**src/rtl/adc_spi_reader_pkg.sv**
```systemverilog
// Shared types and constants for the AD7476-style serial ADC reader.
// conv_cycles() gives the cycles from tick to the valid strobe, inclusive of the tick cycle.
package adc_spi_pkg;

    typedef enum logic [1:0] {
        ST_IDLE,
        ST_SETUP,
        ST_SHIFT,
        ST_DONE
    } adc_state_e;

    localparam int FRAME_BITS = 16;
    localparam int LEAD_BITS  = 4;
    localparam int DATA_BITS  = 12;

    // 1 tick cycle + SETUP half period + 2*FRAME_BITS shift half periods.
    function automatic int conv_cycles(input int sclk_div);
        return 1 + (2 * FRAME_BITS + 1) * sclk_div;
    endfunction

endpackage

```
**src/rtl/adc_spi_reader_if.sv**
```systemverilog
// Serial ADC bus: chip select and serial clock from the reader, data back from the converter.
interface adc_spi_reader_if;

    logic adc_cs_n_o;
    logic adc_sclk_o;
    logic adc_sdo_i;

    modport master (
        output adc_cs_n_o,
        output adc_sclk_o,
        input  adc_sdo_i
    );

    modport slave (
        input  adc_cs_n_o,
        input  adc_sclk_o,
        output adc_sdo_i
    );

endinterface

```
**src/rtl/sample_rate_tick.sv**
```systemverilog
// Free-running sample-period divider: one-cycle tick every CLK_FREQ/SAMP_RATE cycles while enabled.
// Holding en_i low parks the counter at 0, so the first tick after enabling is a full period away.
module sample_rate_tick #(
    parameter int CLK_FREQ  = 100_000_000,
    parameter int SAMP_RATE = 1_000_000
) (
    input  logic clk,
    input  logic rst,
    input  logic en_i,
    output logic tick_o
);

    localparam int PERIOD = CLK_FREQ / SAMP_RATE;
    localparam int CW     = (PERIOD > 1) ? $clog2(PERIOD) : 1;

    generate
        if ((CLK_FREQ % SAMP_RATE) != 0 || PERIOD < 1) begin : g_bad_rate
            $fatal(1, "sample_rate_tick: CLK_FREQ must be an exact multiple of SAMP_RATE");
        end
    endgenerate

    logic [CW-1:0] cnt;
    logic          cnt_last;

    assign cnt_last = (cnt == CW'(PERIOD - 1));

    always_ff @(posedge clk) begin
        if (rst || !en_i) begin
            cnt <= '0;
        end else if (cnt_last) begin
            cnt <= '0;
        end else begin
            cnt <= cnt + 1'b1;
        end
    end

    assign tick_o = en_i && cnt_last;

endmodule

```
**src/rtl/adc_spi_reader.sv**
```systemverilog
// AD7476-style ADC capture: one 16-bit CPOL=1 frame per sample tick, 12-bit result with valid strobe.
// Every output is a flop; the tick only steers the FSM.
module adc_spi_reader
    import adc_spi_pkg::*;
#(
    parameter int CLK_FREQ  = 100_000_000,
    parameter int SAMP_RATE = 1_000_000,
    parameter int SCLK_DIV  = 2
) (
    input  logic                  clk,
    input  logic                  rst,
    input  logic                  en_i,
    adc_spi_reader_if.master      spi,
    output logic [DATA_BITS-1:0]  sample_o,
    output logic                  sample_valid_o,
    output logic                  frame_err_o
);

    localparam int PERIOD = CLK_FREQ / SAMP_RATE;
    localparam int HW     = (SCLK_DIV > 1) ? $clog2(SCLK_DIV) : 1;
    localparam int BW     = $clog2(FRAME_BITS);

    // A conversion plus one SCLK half period of CS quiet time must fit inside a sample period.
    generate
        if (SCLK_DIV < 1 || conv_cycles(SCLK_DIV) + SCLK_DIV > PERIOD) begin : g_bad_timing
            $fatal(1, "adc_spi_reader: conversion does not fit in the sample period");
        end
    endgenerate

    logic tick;

    sample_rate_tick #(
        .CLK_FREQ  (CLK_FREQ),
        .SAMP_RATE (SAMP_RATE)
    ) u_tick (
        .clk    (clk),
        .rst    (rst),
        .en_i   (en_i),
        .tick_o (tick)
    );

    adc_state_e              state;
    logic [HW-1:0]           half_cnt;
    logic [BW-1:0]           bit_cnt;
    logic [FRAME_BITS-1:0]   shift;
    logic                    half_last;

    assign half_last = (half_cnt == HW'(SCLK_DIV - 1));

    always_ff @(posedge clk) begin
        if (rst) begin
            state          <= ST_IDLE;
            spi.adc_cs_n_o <= 1'b1;
            spi.adc_sclk_o <= 1'b1;
            half_cnt       <= '0;
            bit_cnt        <= '0;
            shift          <= '0;
            sample_o       <= '0;
            sample_valid_o <= 1'b0;
            frame_err_o    <= 1'b0;
        end else begin
            sample_valid_o <= 1'b0;
            frame_err_o    <= 1'b0;
            case (state)
                ST_IDLE: begin
                    if (tick) begin
                        state          <= ST_SETUP;
                        spi.adc_cs_n_o <= 1'b0;
                        half_cnt       <= '0;
                        bit_cnt        <= '0;
                    end
                end
                ST_SETUP: begin
                    if (half_last) begin
                        state          <= ST_SHIFT;
                        spi.adc_sclk_o <= 1'b0;
                        half_cnt       <= '0;
                    end else begin
                        half_cnt <= half_cnt + 1'b1;
                    end
                end
                ST_SHIFT: begin
                    if (!half_last) begin
                        half_cnt <= half_cnt + 1'b1;
                    end else if (!spi.adc_sclk_o) begin
                        // Sample at the end of the low phase: SDO settled after the falling edge.
                        half_cnt       <= '0;
                        spi.adc_sclk_o <= 1'b1;
                        shift          <= {shift[FRAME_BITS-2:0], spi.adc_sdo_i};
                    end else if (bit_cnt == BW'(FRAME_BITS - 1)) begin
                        half_cnt       <= '0;
                        state          <= ST_DONE;
                        spi.adc_cs_n_o <= 1'b1;
                        sample_o       <= shift[DATA_BITS-1:0];
                        sample_valid_o <= 1'b1;
                        frame_err_o    <= |shift[FRAME_BITS-1:DATA_BITS];
                    end else begin
                        half_cnt       <= '0;
                        bit_cnt        <= bit_cnt + 1'b1;
                        spi.adc_sclk_o <= 1'b0;
                    end
                end
                ST_DONE: begin
                    state <= ST_IDLE;
                end
                default: begin
                    state <= ST_IDLE;
                end
            endcase
        end
    end

endmodule
```
**src/flat_wrapper.sv**
```systemverilog
// flat-port wrapper written by rule: the top's interface ports become plain ports
module adc_spi_reader_flat import adc_spi_pkg::*;
#(
    parameter int CLK_FREQ  = 100_000_000,
    parameter int SAMP_RATE = 1_000_000,
    parameter int SCLK_DIV  = 2
)
  (clk, rst, en_i, sample_o, sample_valid_o, frame_err_o, spi_adc_cs_n_o, spi_adc_sclk_o, spi_adc_sdo_i);
  adc_spi_reader_if spi_i ();
  input  logic clk;
  input  logic rst;
  input  logic en_i;
  output logic [DATA_BITS-1:0] sample_o;
  output logic sample_valid_o;
  output logic frame_err_o;
  output wire logic [$bits(spi_i.adc_cs_n_o)-1:0] spi_adc_cs_n_o;
  output wire logic [$bits(spi_i.adc_sclk_o)-1:0] spi_adc_sclk_o;
  input wire logic [$bits(spi_i.adc_sdo_i)-1:0] spi_adc_sdo_i;
  assign spi_adc_cs_n_o = spi_i.adc_cs_n_o;
  assign spi_adc_sclk_o = spi_i.adc_sclk_o;
  assign spi_i.adc_sdo_i = spi_adc_sdo_i;
  adc_spi_reader #(.CLK_FREQ(CLK_FREQ), .SAMP_RATE(SAMP_RATE), .SCLK_DIV(SCLK_DIV)) u_core (.clk(clk), .rst(rst), .en_i(en_i), .spi(spi_i), .sample_o(sample_o), .sample_valid_o(sample_valid_o), .frame_err_o(frame_err_o));
endmodule
```
**config.mk**
```make
export PLATFORM = sky130hd
export DESIGN_NAME = adc_spi_reader_flat
export DESIGN_NICKNAME = d
export VERILOG_FILES = /design/src/rtl/adc_spi_reader_pkg.sv /design/src/rtl/adc_spi_reader_if.sv /design/src/rtl/sample_rate_tick.sv /design/src/rtl/adc_spi_reader.sv /design/src/flat_wrapper.sv
export SDC_FILE = /design/constraint.sdc
export NUM_CORES = 1
export LEC_CHECK = 0
export CAP_MARGIN = 20
export CORE_UTILIZATION = 58
export CTS_BUF_LIST = sky130_fd_sc_hd__clkbuf_4
export CTS_CLUSTER_DIAMETER = 40
export DETAILED_ROUTE_END_ITERATION = 8
export GPL_ROUTABILITY_DRIVEN = 0
export GPL_TIMING_DRIVEN = 0
export PLACE_DENSITY_LB_ADDON = 0.2
export SLEW_MARGIN = 20
export SYNTH_ARGS = -nofsm -noshare
export SYNTH_HDL_FRONTEND = slang
export SYNTH_HIERARCHICAL = 1
export SYNTH_SLANG_ARGS = --single-unit
export TNS_END_PERCENT = 100
```
**constraint.sdc**
```tcl
create_clock -name clk -period 2.3 [get_ports clk]
set_input_delay 0.575 -clock clk [delete_from_list [all_inputs] [get_ports clk]]
set_output_delay 0.575 -clock clk [all_outputs]
set_load 0.01 [all_outputs]
```
; Word-level counts from Yosys, hierarchy flattened
; Cells that the tools add are included.
[word_totals]
mem_bits_rw = 0
out_inout_bits = 16
latch_bits = 0
wordCells = 70
romBits = 0
in_bits = 4
memories = 0
ff_bits = 46
[classes]
eq_ne = 11
reduce_logical = 19
n_mux = 23
addsub = 3
bitwise_logic = 4
shift = 0
div = 0
magnitude_cmp = 0
n_mul = 0
[ops]
columns = operator, count
row1 = $mux W4, 4
row2 = $reduce_and A5 Y1, 3
row3 = $mux W2, 5
row4 = $ne A2 B1 Y1 const B, 5
row5 = $mux W1, 9
row6 = $pmux W2 S4, 1
row7 = $pmux W4 S2, 1
row8 = $reduce_or A4 Y1, 2
row9 = $add A7 B1 Y7 const B, 1
row10 = $eq A7 B7 Y1 const B, 1
row11 = $pmux W1 S2, 3
row12 = $reduce_and A3 Y1, 2
row13 = $reduce_bool A2 Y1, 3
row14 = $reduce_or A5 Y1, 1
row15 = $add A4 B1 Y4 const B, 1
row16 = $eq A2 B2 Y1 const B, 2
row17 = $eq A4 B4 Y1 const B, 1
row18 = $not A1 Y1, 4
row19 = $reduce_and A4 Y1, 1
row20 = $reduce_or A2 Y1, 2
row21 = $eq A2 B1 Y1 const B, 1
row22 = $logic_not A2 Y1, 1
row23 = $ne A2 B2 Y1 const B, 1
row24 = $reduce_and A2 Y1, 1
row25 = other kinds (4), 4

; Depth between registers and ports, before layout
[depth]
ltp_word = 5
mapped_depth = 8
depth_no_buf = 7

; Hierarchy
; The synthesis kept the hierarchy.
[by_module_without_submodules]
columns = mod, seq_area_each_um2, area_each_um2, instances, cells_per_inst
row1 = adc_spi_reader, 780.7, 1695.4, 1, 196
row2 = sample_rate_tick, 140.1, 367.9, 1, 38

; Worst setup path after synthesis
; Ideal clock, no wire load.
[synth_path]
path_type = reg2reg
from = register u_core.u_tick.cnt[0]
to = register u_core.state[0]
stages_incl_launch_ff = 8
setup_slack_ns = 0.440
arrival_time_ns = 1.773
t_required_ns = 2.214
period_less_slack_ns = 1.860
n_path_buf = 0
setup_time_ns = 0.086
path_cell_list = dfxtp_1 ha_1 nand2_1 nor4_1 and2_1 nor2b_1 a2111o_1 a221oi_2
[synth_via]
elab_chain_cells = 4
[synth_lines]
columns = item, line_no
row1 = "start, declared", sample_rate_tick.sv:22  ; logic [CW-1:0] cnt;
row2 = "start signal, assigned", sample_rate_tick.sv:33  ; cnt <= cnt + 1'b1;
row3 = $eq A7 B7 Y1, sample_rate_tick.sv:25  ; assign cnt_last = (cnt == CW'(PERIOD - 1));
row4 = $logic_and A1 B1 Y1, sample_rate_tick.sv:37  ; assign tick_o = en_i && cnt_last;
row5 = net u_core.tick, adc_spi_reader.sv:30  ; logic tick;
row6 = $ne A2 B1 Y1 (no line), -
row7 = $reduce_and A5 Y1 (no line), -
row8 = "end signal, assigned", adc_spi_reader.sv:52  ; state <= ST_IDLE;
row9 = "end signal, assigned", adc_spi_reader.sv:67  ; state <= ST_SETUP;
row10 = "end signal, assigned", adc_spi_reader.sv:75  ; state <= ST_SHIFT;
row11 = "end, declared", adc_spi_reader.sv:42  ; adc_state_e state;
; The timed path passes the listed nets, and every way through them passes these cells.
; A chain may end at the register's enable or synchronous reset.

; Worst setup path in the final report
; Ends and elaborated chain as after synthesis.

==> impl_metrics.tcl <==
set metrics [dict create \
    run_status "finished clean" \
    cp-end-kind "register" \
    netlist_area_um2 2060 \
    cts_tree "built" \
    die_h_um 61.6 \
    place_area_um2 2310 \
    ios 20 \
    critPathMaxFanout 5 \
    synthFlopType "dfxtp_1" \
    max_clock_freq_mhz 454 \
    grt_pass1_wl_um 6070 \
    p_per_area_nw_per_um2 575 \
    holdBufCountCts 0 \
    syn_nets 245 \
    cap_violations 0 \
    cp-start-kind "register" \
    rsz0062_at_grt "false" \
    yosys-top-cells-area "dfxtp_1, nand2_1, mux2i_1, ha_1, a21oi_1" \
    cts_resized 0 \
    final_layout_size_suffix_gt1_frac 0.0958 \
    fin_util 0.711 \
    period_minus_slack_ps 2200 \
    antenna_left 0 \
    combinationalPowerShare 0.049 \
    maxSlewViolCount 0 \
    stdcell_area_um2 2390 \
    power_frac_seq 0.584 \
    skew_ps 10.4 \
    synth_seq_area_share 0.446 \
    num_vias 1688 \
    hold_class "reg -> reg" \
    grt_pass1_vias 1380 \
    viasPerCell 5.50 \
    switching_share 0.231 \
    synth_edf_count 0 \
    fin_crit_sh 0.957 \
    clock_sinks 46 \
    setup_violations 0 \
    p_leak_nw 0.812 \
    crit_required_ps 2590 \
    yosysTopAreaCell "dfxtp_1" \
    worst_pin_slew_ps 522 \
    yosys.area.top_type_share 0.446 \
    core_um2 3360 \
    syn_inst 234 \
    relSlewSlack 0.652 \
    track_usage 0.218 \
    synth_most_common_cell "nand2_1" \
    ys_ff_latch 46 \
    clock_power_share 0.367 \
    fp.dieW_um 61.6 \
    cts.clk_slew.worst_paths_ps 140 \
    die_area_um2 3800 \
    wirelength_um 3860 \
    clkLatencyLatePin_ps 360 \
    numCtsBuffers 5 \
    clock-root-buffer "clkbuf_4" \
    first_iter_violations 79 \
    antenna_found_initial 0 \
    cp.arrival_ps 2490 \
    port_buffers 19 \
    drcViolationCount 0 \
    crit_type "reg -> reg" \
    p_sw_uw 318 \
    synth_area_per_cell_um2 8.82 \
    tns_ps 0 \
    ir_drop_v 0.000486 \
    hold_viol_final 0 \
    ys_warn_count 6 \
    initial_core_util 0.613 \
    grt_max_degree 16 \
    async_flop_share 0 \
    firstDrtPassIters 4 \
    internal-power_mw 1.06 \
    final_nets 271 \
    wl_per_cell_um 12.6 \
    hpwl_um 2720 \
    n_antenna_cell 0 \
    ctsHtreeMaxLevel 2 \
    grt-ovfl-total 0 \
    cts.path.max_buffers 2 \
    synth_common_cells "nand2_1, dfxtp_1, a21oi_1, mux2i_1" \
    area_growth_pct 15.9 \
    placementRows 21 \
    post-cts-setup-buffers 0 \
    ys_types 46 \
]
## power by group through the flow
stage | Clock, mW | Sequential, mW | Combinational [mW]
2_1_floorplan | 0 | 0.821 | 0.0477
3_3_place_gp | 0 | 0.821 | 0.0654
3_5_place_dp | 0 | 0.821 | 0.0663
4_1_cts | 0.512 | 0.804 | 0.0665
5_1_grt | 0.546 | 0.805 | 0.0735
6_report | 0.505 | 0.804 | 0.0675
## registers in the layout, summed over array words and instances (netlist names)
name	cells
u_core/half_cnt	1
u_core/spi.adc_cs_n_o	1
u_core/frame_err_o	1
u_core/state	2
u_core/sample_valid_o	1
u_core/spi.adc_sclk_o	1
u_core/bit_cnt	4
u_core/sample_o	12
u_core/u_tick/cnt	7
u_core/shift	16
## cell type report
cell class	count	area, µm²
buffer	15	80.1
clock buffer	5	37.5
clock inverter	3	43.8
fill	295	971
inverter	7	26.3
multi-input combinational	166	1040
sequential	46	921
tap	46	57.6
timing repair buffer	19	190
## stage by stage
| stage | setup slack, ps | hold slack [ps] | power [mW] | cells |
|---|---|---|---|---|
| 2_1_floorplan | 440 | 430 | 0.868 | 234 |
| 3_3_place_gp | 143 | 440 | 0.886 | 299 |
| 3_5_place_dp | 93.2 | 449 | 0.888 | 299 |
| 4_1_cts | 119 | 468 | 1.38 | 307 |
| 5_1_grt | 21.1 | 494 | 1.42 | 307 |
| 6_report | 99.2 | 468 | 1.38 | 307 |
## placed cells by master, fill, tap and decap left out, types with 5 or more instances in the layout
master and n:
a21oi_1 17, clkbuf_1 8, clkbuf_4 5, clkdlybuf4s50_1 19
dfxtp_1 46, ha_1 7, inv_1 7, mux2i_1 15
nand2_1 63, nor2_1 8, o21ai_0 5
## path summary, 6_finish.rpt
| path | cells past startpoint | slack [ps] | start | to |
|---|---|---|---|---|
| worst max-delay path | 7 | 100 | u_core/u_tick/cnt[0]$_SDFF_PP0_ | u_core/state[0]$_SDFFE_PP0P_ |
| worst min-delay path | 2 | 470 | u_core/sample_o[0]$_SDFFE_PP0P_ | u_core/sample_o[0]$_SDFFE_PP0P_ |
| worst max register to register | 7 | 100 | u_core/u_tick/cnt[0]$_SDFF_PP0_ | u_core/state[0]$_SDFFE_PP0P_ |
| worst min register to register | 2 | 470 | u_core/sample_o[0]$_SDFFE_PP0P_ | u_core/sample_o[0]$_SDFFE_PP0P_ |
## routing by layer
layer,vias up,GRT usage,part of all wire,wire [µm]
met5,-,0,0,0
met4,0,0.0571,0.016,62
met3,6,0.0567,0.040,155
met1,787,0.297,0.49,1870
li1,857,-,-,-
met2,38,0.346,0.46,1770
## kinds of logic (layout without fill, tap and decap cells)
kind of cell,after synthesis,after routing,synth area share
muxes,16,16,0.0782
xor gates and xnor gates,3,3,0.0127
adders and majority gates,7,7,0.0424
DFF,46,46,0.446
buffers and inverters,22,49,0.0516
AOI/OAI and AO/OA,41,41,0.141
and+or+nand+nor,99,99,0.228
## critical path, stage by stage, from the launching register on
cell      delay [ps]
dfxtp_1          400
ha_1             280
nand2_1          150
nor4_1           240
and2_1           250
nor2b_1           90
a2111o_1         450
a221oi_2         280
No activity file was read; power rests on OpenSTA's default activity.
